File: config.mk
export PLATFORM = sky130hd
export DESIGN_NAME = seq_detect_param
export DESIGN_NICKNAME = d
export VERILOG_FILES = /design/src/rtl/seq_detect_param.sv
export SDC_FILE = /design/constraint.sdc
export NUM_CORES = 1
export LEC_CHECK = 0
export BUFFER_PORTS_ARGS = -buffer_cell sky130_fd_sc_hd__buf_2
export CAP_MARGIN = 20
export CORE_MARGIN = 2
export CORE_UTILIZATION = 28
export DETAILED_ROUTE_END_ITERATION = 10
export SYNTH_ARGS = -nofsm -noshare
export SYNTH_HDL_FRONTEND = slang
export SYNTH_SLANG_ARGS = --single-unit
File: constraint.sdc
create_clock -name clk -period 1.85 [get_ports clk]
set_input_delay 0.37 -clock clk [delete_from_list [all_inputs] [get_ports clk]]
set_output_delay 0.37 -clock clk [all_outputs]
set_load 0.03 [all_outputs]
File: src/rtl/seq_detect_param.sv
// ============================================================================
// Module   : seq_detect_param
// Brief    : Parametrised serial pattern detector with runtime pattern load,
//            overlapping/non-overlapping match mode and registered find pulse.
//            Optional macro SD_MATCH_CNT_EN adds a saturating match counter.
// Revision : 1.0
// ============================================================================
`default_nettype none

module seq_detect_param #(
  parameter int                   PAT_LEN = 5,
  parameter logic [PAT_LEN-1:0]   PATTERN = 5'b10010,
  parameter bit                   OVERLAP = 1'b1,
  parameter int                   CNT_W   = 8
) (
  input  logic               clk,
  input  logic               rst,
  input  logic               data_valid,
  input  logic               data_in,
  input  logic               pat_load,
  input  logic [PAT_LEN-1:0] pat_in,
  output logic               find,
  output logic               busy_fill,
  output logic [CNT_W-1:0]   match_cnt
);

  localparam int FW = $clog2(PAT_LEN + 1);
  localparam logic [FW-1:0] FILL_FULL = FW'(PAT_LEN);
  localparam logic [FW-1:0] FILL_ARM  = FW'(PAT_LEN - 1);

  logic [PAT_LEN-1:0] pat_reg;
  logic [PAT_LEN-1:0] sr;
  logic [FW-1:0]      fill;
  logic [PAT_LEN-1:0] window;
  logic               accept;
  logic               match;

  assign accept = data_valid && !pat_load;
  assign window = {sr[PAT_LEN-2:0], data_in};
  // fill gating keeps stale or reset-state bits in sr from forming a match
  assign match  = accept && (window == pat_reg) && (fill >= FILL_ARM);

  always_ff @(posedge clk) begin
    if (rst) begin
      pat_reg   <= PATTERN;
      sr        <= '0;
      fill      <= '0;
      find      <= 1'b0;
      busy_fill <= 1'b1;
    end else if (pat_load) begin
      pat_reg   <= pat_in;
      fill      <= '0;
      find      <= 1'b0;
      busy_fill <= 1'b1;
    end else if (data_valid) begin
      sr   <= window;
      find <= match;
      if (match && !OVERLAP) begin
        fill      <= '0;
        busy_fill <= 1'b1;
      end else if (fill < FILL_FULL) begin
        fill      <= fill + FW'(1);
        busy_fill <= ((fill + FW'(1)) < FILL_FULL);
      end
    end else begin
      find <= 1'b0;
    end
  end

`ifdef SD_MATCH_CNT_EN
  logic [CNT_W-1:0] cnt_reg;

  always_ff @(posedge clk) begin
    if (rst || pat_load) begin
      cnt_reg <= '0;
    end else if (match && (cnt_reg != {CNT_W{1'b1}})) begin
      cnt_reg <= cnt_reg + CNT_W'(1);
    end
  end

  assign match_cnt = cnt_reg;
`else
  assign match_cnt = '0;
`endif

endmodule

`default_nettype wire

* Word-level counts from Yosys, hierarchy flattened
Cells that the tools add are included.
** Operators by class
- Add/subtract/negate cells :: 1
- Multipliers :: 0
- Divide/modulo/power cells :: 0
- Magnitude comparators :: 3
- Eq/ne operators :: 1
- Shifts and indexed selects :: 0
- Mux-type cells :: 0
- Bitwise operators :: 2
- Reduce and logical (&&, ||, !) cells :: 8
** Operator list (number)
- $lt 3x3->1 const B :: 2
- $eq 5x5->1 :: 1
- $reduce_and 2->1 :: 2
- $add 3x1->3 const B :: 1
- $ge 3x3->1 const B :: 1
- $logic_and 1x1->1 :: 3
- $reduce_or 3->1 :: 1
- $not 1->1 :: 2
- $reduce_or 2->1 :: 1
- $logic_not 1->1 :: 1
** Word-level totals
- Register bits :: 14
- Latch bits :: 0
- Memory bits (writable) :: 0
- Bits in read-only memories :: 0
- Bits of input ports :: 10
- Word-level logic and storage cells :: 20
- Memories :: 0

* Depth between registers and ports, before layout
- Word-level depth :: 4
- Gate-level depth with buffers :: 4
- Depth with buffers taken out :: 4

* Least setup slack after synthesis
Ideal clock, no wire load.
- Path kind :: reg2reg
- From :: register fill[0]
- To :: register busy_fill
- Arrival :: 0.919 ns
- Required time :: 1.729 ns
- Path slack :: 0.810 ns
- Stages on the path, launching flop included :: 5
- Path buffers :: 0
- Path through :: dfxtp_1 > ha_1 > xor2_1 > o2111a_1 > o21ai_1
** On the way
- Word-level cells in the longest chain between the ends :: 2
- Elaborated cells on any way between the ends :: 4
- Those cells by class :: add/sub: 1; order compare: 2; reduce/logical: 1
** RTL lines
- start: declaration :: RTL line 33 : logic [FW-1:0] fill;
- start signal: assignment :: RTL line 62 : fill <= fill + FW'(1);
- $add 3x1->3 / $lt 3x3->1 (equally long branches) :: RTL line 63, 61
- $lt 3x3->1 / $reduce_and 2->1 (equally long branches)
- end signal: assignment :: RTL line 63 : busy_fill <= ((fill + FW'(1)) < FILL_FULL);
- end: declaration :: RTL line 23 : output logic busy_fill,
Parallel ways exist; a longest one is shown, timed or not.
A chain may end at the register's enable or synchronous reset.

* Final worst setup path
- From :: register busy_fill
- To :: output busy_fill
No word-level cell between the ends.

==> results.md <==
* Crit path max fanout at 2
* Clk pin slew, worst setup/hold paths at 0.09 ns
* Yosys top cell area share at 0.409
* Setup Skew at approximately 0.0059 ns
* Max FFs per register at 5
* Max incr delay on CP at approximately 0.34 ns
* Ys Warns at 0
* # IOs at 20
* Cell family with most CP delay: flip-flops
* Post-Route Setup TNS at 0 ns
* Unique masters post-synth at 25
* Final hold vios at 0
* CP Launch Type: flop
* Clk Latency, worst-skew pair at 0.28 ns
* First-pass GRT wire length at approximately 1.9 mm
* Cell Chain, Critical Path: buf_2
* Chip height at around 53 µm
* Area contributors post-synth: dfxtp_1 (41%), buf_4 (11%), xnor2_1 (6.4%)
* Critical Path AT at between 0.8 and 0.9 ns
* Class of the most critical setup path: flop to primary output
* Ys flop type: dfxtp_1
* Clock Sinks at 14
* Number of synthesized register bits at 14
* Setup crit end kind: primary output
* Drc violations at 0
* Total gr overflow at 0
* Setup violations, final at 0
* Pleak at ~0.32 nW
* Slew Viols, Final at 0
* Final wirelength at between 1 and 1.5 mm
* Number of post-CTS setup repair buffers at 0
* Pwr Density at 808 mW/mm²
* Vias at 513
* CTS Root Cell: clkbuf_4
* Worst Hold Class: primary input to flop
* Layout cells sized above 1 at 0.193
* Min Tclk post-route at ~1.2 ns
* Die Wd at 53.5 µm
* Register area share after synthesis at 0.409
* Reg2Reg Setup Slack at between 0.7 and 0.8 ns
* Post-synth EDFFs at 0
* Maximum VDD drop at between 0.3 and 0.4 mV
* Fmax at ~840 MHz
* Setup WS post-layout at 0.661 ns
* Buf/Inv on CP at 1
* ANT nets after route at 0
* Cell area after synthesis at a little under 700 µm²
* Cts-stage hold buffer count at 0
* Largest net degree at the start of global routing at 11
* MaxCap Viol Count at 0
* Syn avg cell area at between 8 and 9 µm²
* Layout Nets at 100
* DR vias/cell at around 4.4
* Cell taking the most area after synthesis: dfxtp_1
* Core box area at 0.00225 mm²
* Die area at between 0.002 and 0.003 mm²
* Routed WL per cell at 9.57 µm
* Req. time, crit path at about 1.5 ns
* Final Power at slightly above 0.6 mW
* Slowest CP cell: dfxtp_1
* H-tree levels at 1
* PostCTS Resize Cnt at 0
* Vias in the first global route at between 400 and 500
* Cell Rows at 17
* Initial cell density of the core at 0.304
* Tot GR Track Use at 0.0928
* Antenna violations before repair at 0
* Port buffer count at 11
* Asr flop ratio synth at 0
* Post-synthesis cell count at 77
* RSZ-0062 raised after global routing: false
* Num CTS Buffers at 3
* CTS tree: done
* Clock Path Buffers at 2
* Number of iterations in the first detailed-routing pass at 4
* Fin crit share at 0.643
* DP Worst Slack at about 0.72 ns
* Area Overhead vs Synth at 10.6%
* Starting DRT DRC Count at 7
* Diode count at 0
* Final RePlAce weighted congestion at around 0.76
* Status: complete, no violations
[power breakdown]
group / internal, mW / total, mW / switching, mW
Clock: 0.120 / 0.219 / 0.0998
Combinational: 0.0261 / 0.0746 / 0.0485
Sequential: 0.311 / 0.318 / 0.00739
[through the flow]
| stage | hold WS, ns | util | instances | cell area (µm²) |
|---|---|---|---|---|
| finish | 0.294 | 0.336 | 116 | 758 |
| global route | 0.284 | 0.336 | 116 | 758 |
| CTS | 0.286 | 0.336 | 116 | 758 |
| detailed placement | 0.470 | 0.320 | 112 | 722 |
| global placement | 0.472 | 0.320 | 112 | 722 |
| floorplan | 0.449 | - | 84 | 712 |
[cells in the final DEF, fill, tap and decap left out, drive strengths merged, types with 4 or more instances in the layout]
cell type / instances
nor2: 6
conb: 8
nand4: 4
nand2: 9
a21oi: 6
xnor2: 5
dfxtp: 14
clkbuf: 4
buf: 11
[worst reg2reg max path: stages, from the launching register on]
cell and delay (ns):
dfxtp_1 0.40, ha_1 0.23, xor2_1 0.16, o2111a_1 0.18
o21ai_1 0.05
[synthesized netlist by cell type (2+ instances only)]
cell type / count
a211o_1: 2
a21oi_1: 6
buf_4: 10
dfxtp_1: 14
inv_1: 2
mux2i_1: 3
nand2_1: 9
nand4_1: 4
nor2_1: 5
nor2b_1: 2
o21ai_1: 2
xnor2_1: 5
[path summary, 6_finish.rpt]
path                     startpoint                      end  cells after the start
min reg2reg      sr[3]$_SDFFE_PP0N_       sr[3]$_SDFFE_PP0N_                      2
min                       pat_in[1]  pat_reg[1]$_SDFFE_PP1P_                      2
max reg2reg    fill[0]$_SDFFE_PP0P_   busy_fill$_SDFFE_PP1P_                      4
max          busy_fill$_SDFFE_PP1P_                busy_fill                      1
[metal layers]
layer,track usage,vias up,part of all wire
met2,0.126,22,0.40
met4,0.0769,0,0.0090
met5,0,-,0
li1,-,267,-
met3,0.0169,2,0.071
met1,0.125,222,0.51
[cell families (layout without fill, tap and decap cells)]
kind of cell,count (synthesis),count (layout),synth area share
xor gates and xnor gates,6,6,0.0766
and+or+nand+nor,25,25,0.190
DFF,14,14,0.409
muxes,3,3,0.0438
adders and majority gates,1,1,0.0182
buffers and inverters,13,17,0.128
other,1,8,0.00547
AOI/OAI and AO/OA,14,14,0.130
[area by class of cell]
cell class | instances | area [µm²]
Tap cell | 28 | 35.0
Timing Repair Buffer | 11 | 55.1
Clock buffer | 4 | 36.3
Fill cell | 262 | 1500
Inverter | 2 | 7.51
Multi-Input combinational cell | 57 | 344
Sequential cell | 14 | 280
(Power assumes the default switching activity.)
